`src/rtl/int_ram_ctrl.sv`:
```
// int_ram_ctrl
// Ping-pong controller for the two-bank intrinsic-message RAM of the LDPC
// decoder. The channel LLR stream fills one bank while the decoder reads the
// other by random address. Banks swap roles on frame completion (fill side)
// and on dec_done (decode side).
//
// Ports
//   clk, reset            single rising-edge clock, async active-high reset
//   in_valid/in_data      LLR beat stream, accepted when in_ready is high
//   in_ready              fill bank has room (low while reset is asserted)
//   frame_avail           the decode bank holds a complete frame
//   dec_rd_en/dec_rd_addr decoder random-address read request
//   dec_rd_valid/data     read response, fixed latency of one cycle
//   dec_done              decoder releases its bank (single-cycle pulse)
//   fill_bank, dec_bank   current bank roles
//   err                   sticky protocol error
//   ram_*                 per-bank single-port RAM interface (index = bank)
//
// The fill bank is never full and the decode bank is always full whenever
// it is accessed, so a write and a read can never target the same bank in
// the same cycle.

module int_ram_ctrl #(
   parameter int DATA_WIDTH = 5,
   parameter int ADDR_WIDTH = 8,
   parameter int FRAME_LEN  = 256
) (
   input  logic                                 clk,
   input  logic                                 reset,
   input  logic                                 in_valid,
   input  logic [DATA_WIDTH-1:0]                in_data,
   output logic                                 in_ready,
   output logic                                 frame_avail,
   input  logic                                 dec_rd_en,
   input  logic [ADDR_WIDTH-1:0]                dec_rd_addr,
   output logic                                 dec_rd_valid,
   output logic [DATA_WIDTH-1:0]                dec_rd_data,
   input  logic                                 dec_done,
   output logic                                 fill_bank,
   output logic                                 dec_bank,
   output logic                                 err,
   output logic [1:0][ADDR_WIDTH-1:0]           ram_address,
   output logic [1:0][DATA_WIDTH-1:0]           ram_data_in,
   output logic [1:0]                           ram_we,
   output logic [1:0]                           ram_cs,
   input  logic [1:0][DATA_WIDTH-1:0]           ram_data_out
);

   localparam logic [ADDR_WIDTH-1:0] LAST_ADDR = ADDR_WIDTH'(FRAME_LEN - 1);
   // one extra bit so FRAME_LEN == 2**ADDR_WIDTH is representable
   localparam logic [ADDR_WIDTH:0]   LEN_EXT   = (ADDR_WIDTH + 1)'(FRAME_LEN);

   logic [1:0]            full;
   logic                  wr_bank;
   logic                  rd_bank;
   logic [ADDR_WIDTH-1:0] wr_addr;
   logic                  rd_valid_q;
   logic                  rd_bank_q;
   logic                  err_q;

   logic wr_fire;
   logic wr_last;
   logic rd_fire;
   logic rel_fire;
   logic addr_oob;
   logic proto_err;

   assign fill_bank   = wr_bank;
   assign dec_bank    = rd_bank;
   assign frame_avail = full[rd_bank];
   assign err         = err_q;

   // in_ready must read low for the whole time reset is held, not only
   // after the first clock, hence the direct gate with reset.
   assign in_ready = !reset && !full[wr_bank];

   assign wr_fire  = in_valid && in_ready;
   assign wr_last  = wr_fire && (wr_addr == LAST_ADDR);
   assign rd_fire  = dec_rd_en && frame_avail;
   assign rel_fire = dec_done && frame_avail;
   assign addr_oob = {1'b0, dec_rd_addr} >= LEN_EXT;

   assign proto_err = (dec_rd_en && !frame_avail)
                    || (dec_done && !frame_avail)
                    || (rd_fire && addr_oob);

   assign dec_rd_valid = rd_valid_q;
   assign dec_rd_data  = rd_valid_q ? ram_data_out[rd_bank_q] : '0;

   always_comb begin
      ram_cs      = '0;
      ram_we      = '0;
      ram_address = '0;
      ram_data_in = '0;
      if (wr_fire) begin
         ram_cs[wr_bank]      = 1'b1;
         ram_we[wr_bank]      = 1'b1;
         ram_address[wr_bank] = wr_addr;
         ram_data_in[wr_bank] = in_data;
      end
      if (rd_fire) begin
         ram_cs[rd_bank]      = 1'b1;
         ram_address[rd_bank] = dec_rd_addr;
      end
   end

   always_ff @(posedge clk or posedge reset) begin
      if (reset) begin
         full       <= '0;
         wr_bank    <= 1'b0;
         rd_bank    <= 1'b0;
         wr_addr    <= '0;
         rd_valid_q <= 1'b0;
         rd_bank_q  <= 1'b0;
         err_q      <= 1'b0;
      end else begin
         if (wr_fire) begin
            if (wr_last) begin
               wr_addr       <= '0;
               full[wr_bank] <= 1'b1;
               wr_bank       <= ~wr_bank;
            end else begin
               wr_addr <= wr_addr + ADDR_WIDTH'(1);
            end
         end

         // Release clears a different bit than a completing write can set:
         // the released bank is full, the bank being written is not.
         if (rel_fire) begin
            full[rd_bank] <= 1'b0;
            rd_bank       <= ~rd_bank;
         end

         // rd_bank_q keeps the bank of the issued read so a release in the
         // same cycle does not redirect the returning data.
         rd_valid_q <= rd_fire;
         if (rd_fire) begin
            rd_bank_q <= rd_bank;
         end

         if (proto_err) begin
            err_q <= 1'b1;
         end
      end
   end

endmodule

```
`config.mk`:
```
export PLATFORM = sky130hd
export DESIGN_NAME = int_ram_ctrl
export DESIGN_NICKNAME = d
export VERILOG_FILES = /design/src/rtl/int_ram_ctrl.sv
export SDC_FILE = /design/constraint.sdc
export NUM_CORES = 1
export LEC_CHECK = 0
export CORE_UTILIZATION = 33
export DETAILED_ROUTE_END_ITERATION = 16
export PLACE_DENSITY = 0.78
export SLEW_MARGIN = 10
export SYNTH_ARGS = -nofsm -noshare
export SYNTH_HDL_FRONTEND = slang
export SYNTH_SLANG_ARGS = --single-unit
```
`constraint.sdc`:
```
create_clock -name clk -period 1.6 [get_ports clk]
set_input_delay 0.32 -clock clk [delete_from_list [all_inputs] [get_ports clk]]
set_output_delay 0.32 -clock clk [all_outputs]
set_load 0.03 [all_outputs]
```
==> metrics.yaml <==
fin_ws_ns: -0.282
grt_overflow: 0
finalClockSkew_ns: 0.00772
final_cell_mix: "buf_6 (42), clkdlybuf4s50_1 (24), buf_4 (20)"
gr-usage-all-layers_pct: 26.7
core_mm2: 0.00315
slew_headroom_pct: 76.9
grt_pass1_vias: 1427
pin_count: 69
gp_congestion: 0.877
nets: 242
ys_seq_area_share_pct: 33.1
clkTransAtPathRegs_ns: 0.11
synth-seq-cells: 15
cp-start-kind: "flop"
leakage_nw: 1.08
layout.cells.most_common: "buf_6"
fmax_mhz: 531
fin_hold_ws_ns: 0.307
vias: 1455
avgRoutedWirePerCell_um: 19.1
regArea_um2: 382
grt_max_degree: 16
diodes: 0
cts_root_buf: "clkbuf_4"
min_period_ns: 1.88
wl_um: 4880
synth_cells: 121
start_util_pct: 36.0
first_pass_iters: 4
die_h_um: 60.6
ys_types: 39
violations: "negative setup slack"
worst-endpoint-required_ns: 1.28
ant_nets: 0
period_share_pct: 118
hold_viol_final: 0
synth-async-reset-ratio_pct: 100
port_buffers: 68
vdd_ir_drop_max_mv: 0.741
grt_setup_unrepaired: "true"
crit_path_end_kind: "output port"
synth_ff_type: "dfrtp_1"
drive_gt1_share_pct: 56.1
grt_pass1_wl_um: 7130
clock_sinks: 15
finish.utilization_pct: 74.8
drv_cap: 0
arrival_ns: 1.56
viasPerCell: 5.68
chipWidth_um: 60.6
power_density_mw_per_mm2: 565
htree_levels: 1
dp_hpwl_um: 3130
path_max_fanout: 11
synth_area_per_cell_um2: 9.37
clk_path_buf_depth: 2
clk_latency_ns: 0.30
synth-edff-count: 0
synthToLayoutAreaGrowth_pct: 108
worst_pin_slew_ns: 0.345
drc: 0
slew_viol_final: 0
synth_area_mm2: 0.00113
hold_class: "in -> async"
crit_type: "reg -> out"
filler_cell_count: 214
antenna_found_initial: 0
reg2reg_depth: 5
finalPower_mw: 1.33
holdBufCountCts: 0
status: "finished with violations"
cts_made_buffers: 3
num_rows: 20
multi_input_area_um2: 945
drtIter0Drc: 54
tritoncts: "yes"
setup_viol: 34
synth_warnings: 0
dieArea_mm2: 0.00367
syn_nets: 150
==> final timing paths <==
check                                 end  slack (ns)     from
setup / recovery           ram_address[6]       -0.28  full[0]
max in group asynchronous       rd_bank_q        1.09    reset
hold / removal                 wr_addr[2]        0.31    reset
setup reg to reg               wr_addr[7]       -0.14  full[0]
hold reg to reg                       err        0.51      err
min in group clk                      err        0.51      err
==> critical path, stage by stage, from the launching register on <==
cell     delay (ns)
dfrtp_1        0.43
buf_6          0.14
nor3_4         0.20
buf_6          0.18
a22o_2         0.18
buf_6          0.13
==> synthesized netlist by cell type (3+ instances only) <==
master | count | share of area [%]
nand4_1 | 3 | 1.7
xor2_1 | 3 | 2.3
and2_1 | 10 | 5.5
clkbuf_1 | 4 | 1.3
nor2_1 | 5 | 1.7
buf_2 | 3 | 1.3
nand3_1 | 7 | 3.1
dfrtp_1 | 15 | 33
a22o_1 | 17 | 13
o21ai_0 | 4 | 1.8
or2_2 | 3 | 1.7
mux2i_1 | 7 | 6.2
nand2_1 | 3 | 0.99
nor2b_1 | 7 | 3.9
==> metrics by stage <==
stage | setup slack, ns | cell area, um2 | TNS (ns) | instances
global route | -0.345 | 2360 | -9.63 | 256
finish | -0.282 | 2360 | -7.82 | 256
detailed placement | -0.518 | 1940 | -15.04 | 240
floorplan | -0.0428 | 1250 | -0.183 | 121
CTS | -0.232 | 2260 | -6.50 | 255
global placement | -0.492 | 1940 | -13.30 | 240
==> logic make-up (layout without fill, tap and decap cells) <==
logic type	count (synthesis)	in the layout	synth area share, %
simple gates	52	54	28.3
compound gates	30	30	21.0
flops	15	15	33.1
buf+inv	10	99	4.97
mux	9	9	8.50
xor+xnor	4	4	3.09
fa+ha+maj	1	1	1.10
==> flip-flops by register name, indices dropped and copies added (netlist names) <==
register,flops
wr_addr,8
rd_bank_q,1
dec_bank,1
dec_rd_valid,1
full,2
fill_bank,1
err,1
==> timing repair <==
| action | 4_1_cts | 5_1_grt |
|---|---|---|
| buffers inserted | 8 | 2 |
| cloned | 3 | 0 |
| setup endpoints to repair | 39 | 39 |
| resized for setup | 66 | 20 |
| pin swaps | 15 | 10 |
==> power breakdown <==
group,internal [mW],total [mW],switching [mW]
combinational,0.274,0.556,0.282
sequential,0.439,0.537,0.0987
clock,0.0933,0.238,0.145
total,0.806,1.33,0.526
==> metal layers <==
layer / global-route usage [%] / wire, um
met2: 46.6 / 2610
met1: 32.9 / 1860
met5: 0 / 0
met4: 9.74 / 95
met3: 4.90 / 317
==> final cells by class <==
type,instances,share of cell area [%]
Multi-Input combinational cell,98,40.1
Tap cell,44,2.34
Inverter,1,0.159
Timing Repair Buffer,94,40.1
Sequential cell,15,16.2
Clock inverter,1,0.212
Clock buffer,3,0.955
Note: power is estimated with default switching activity, not from simulation.
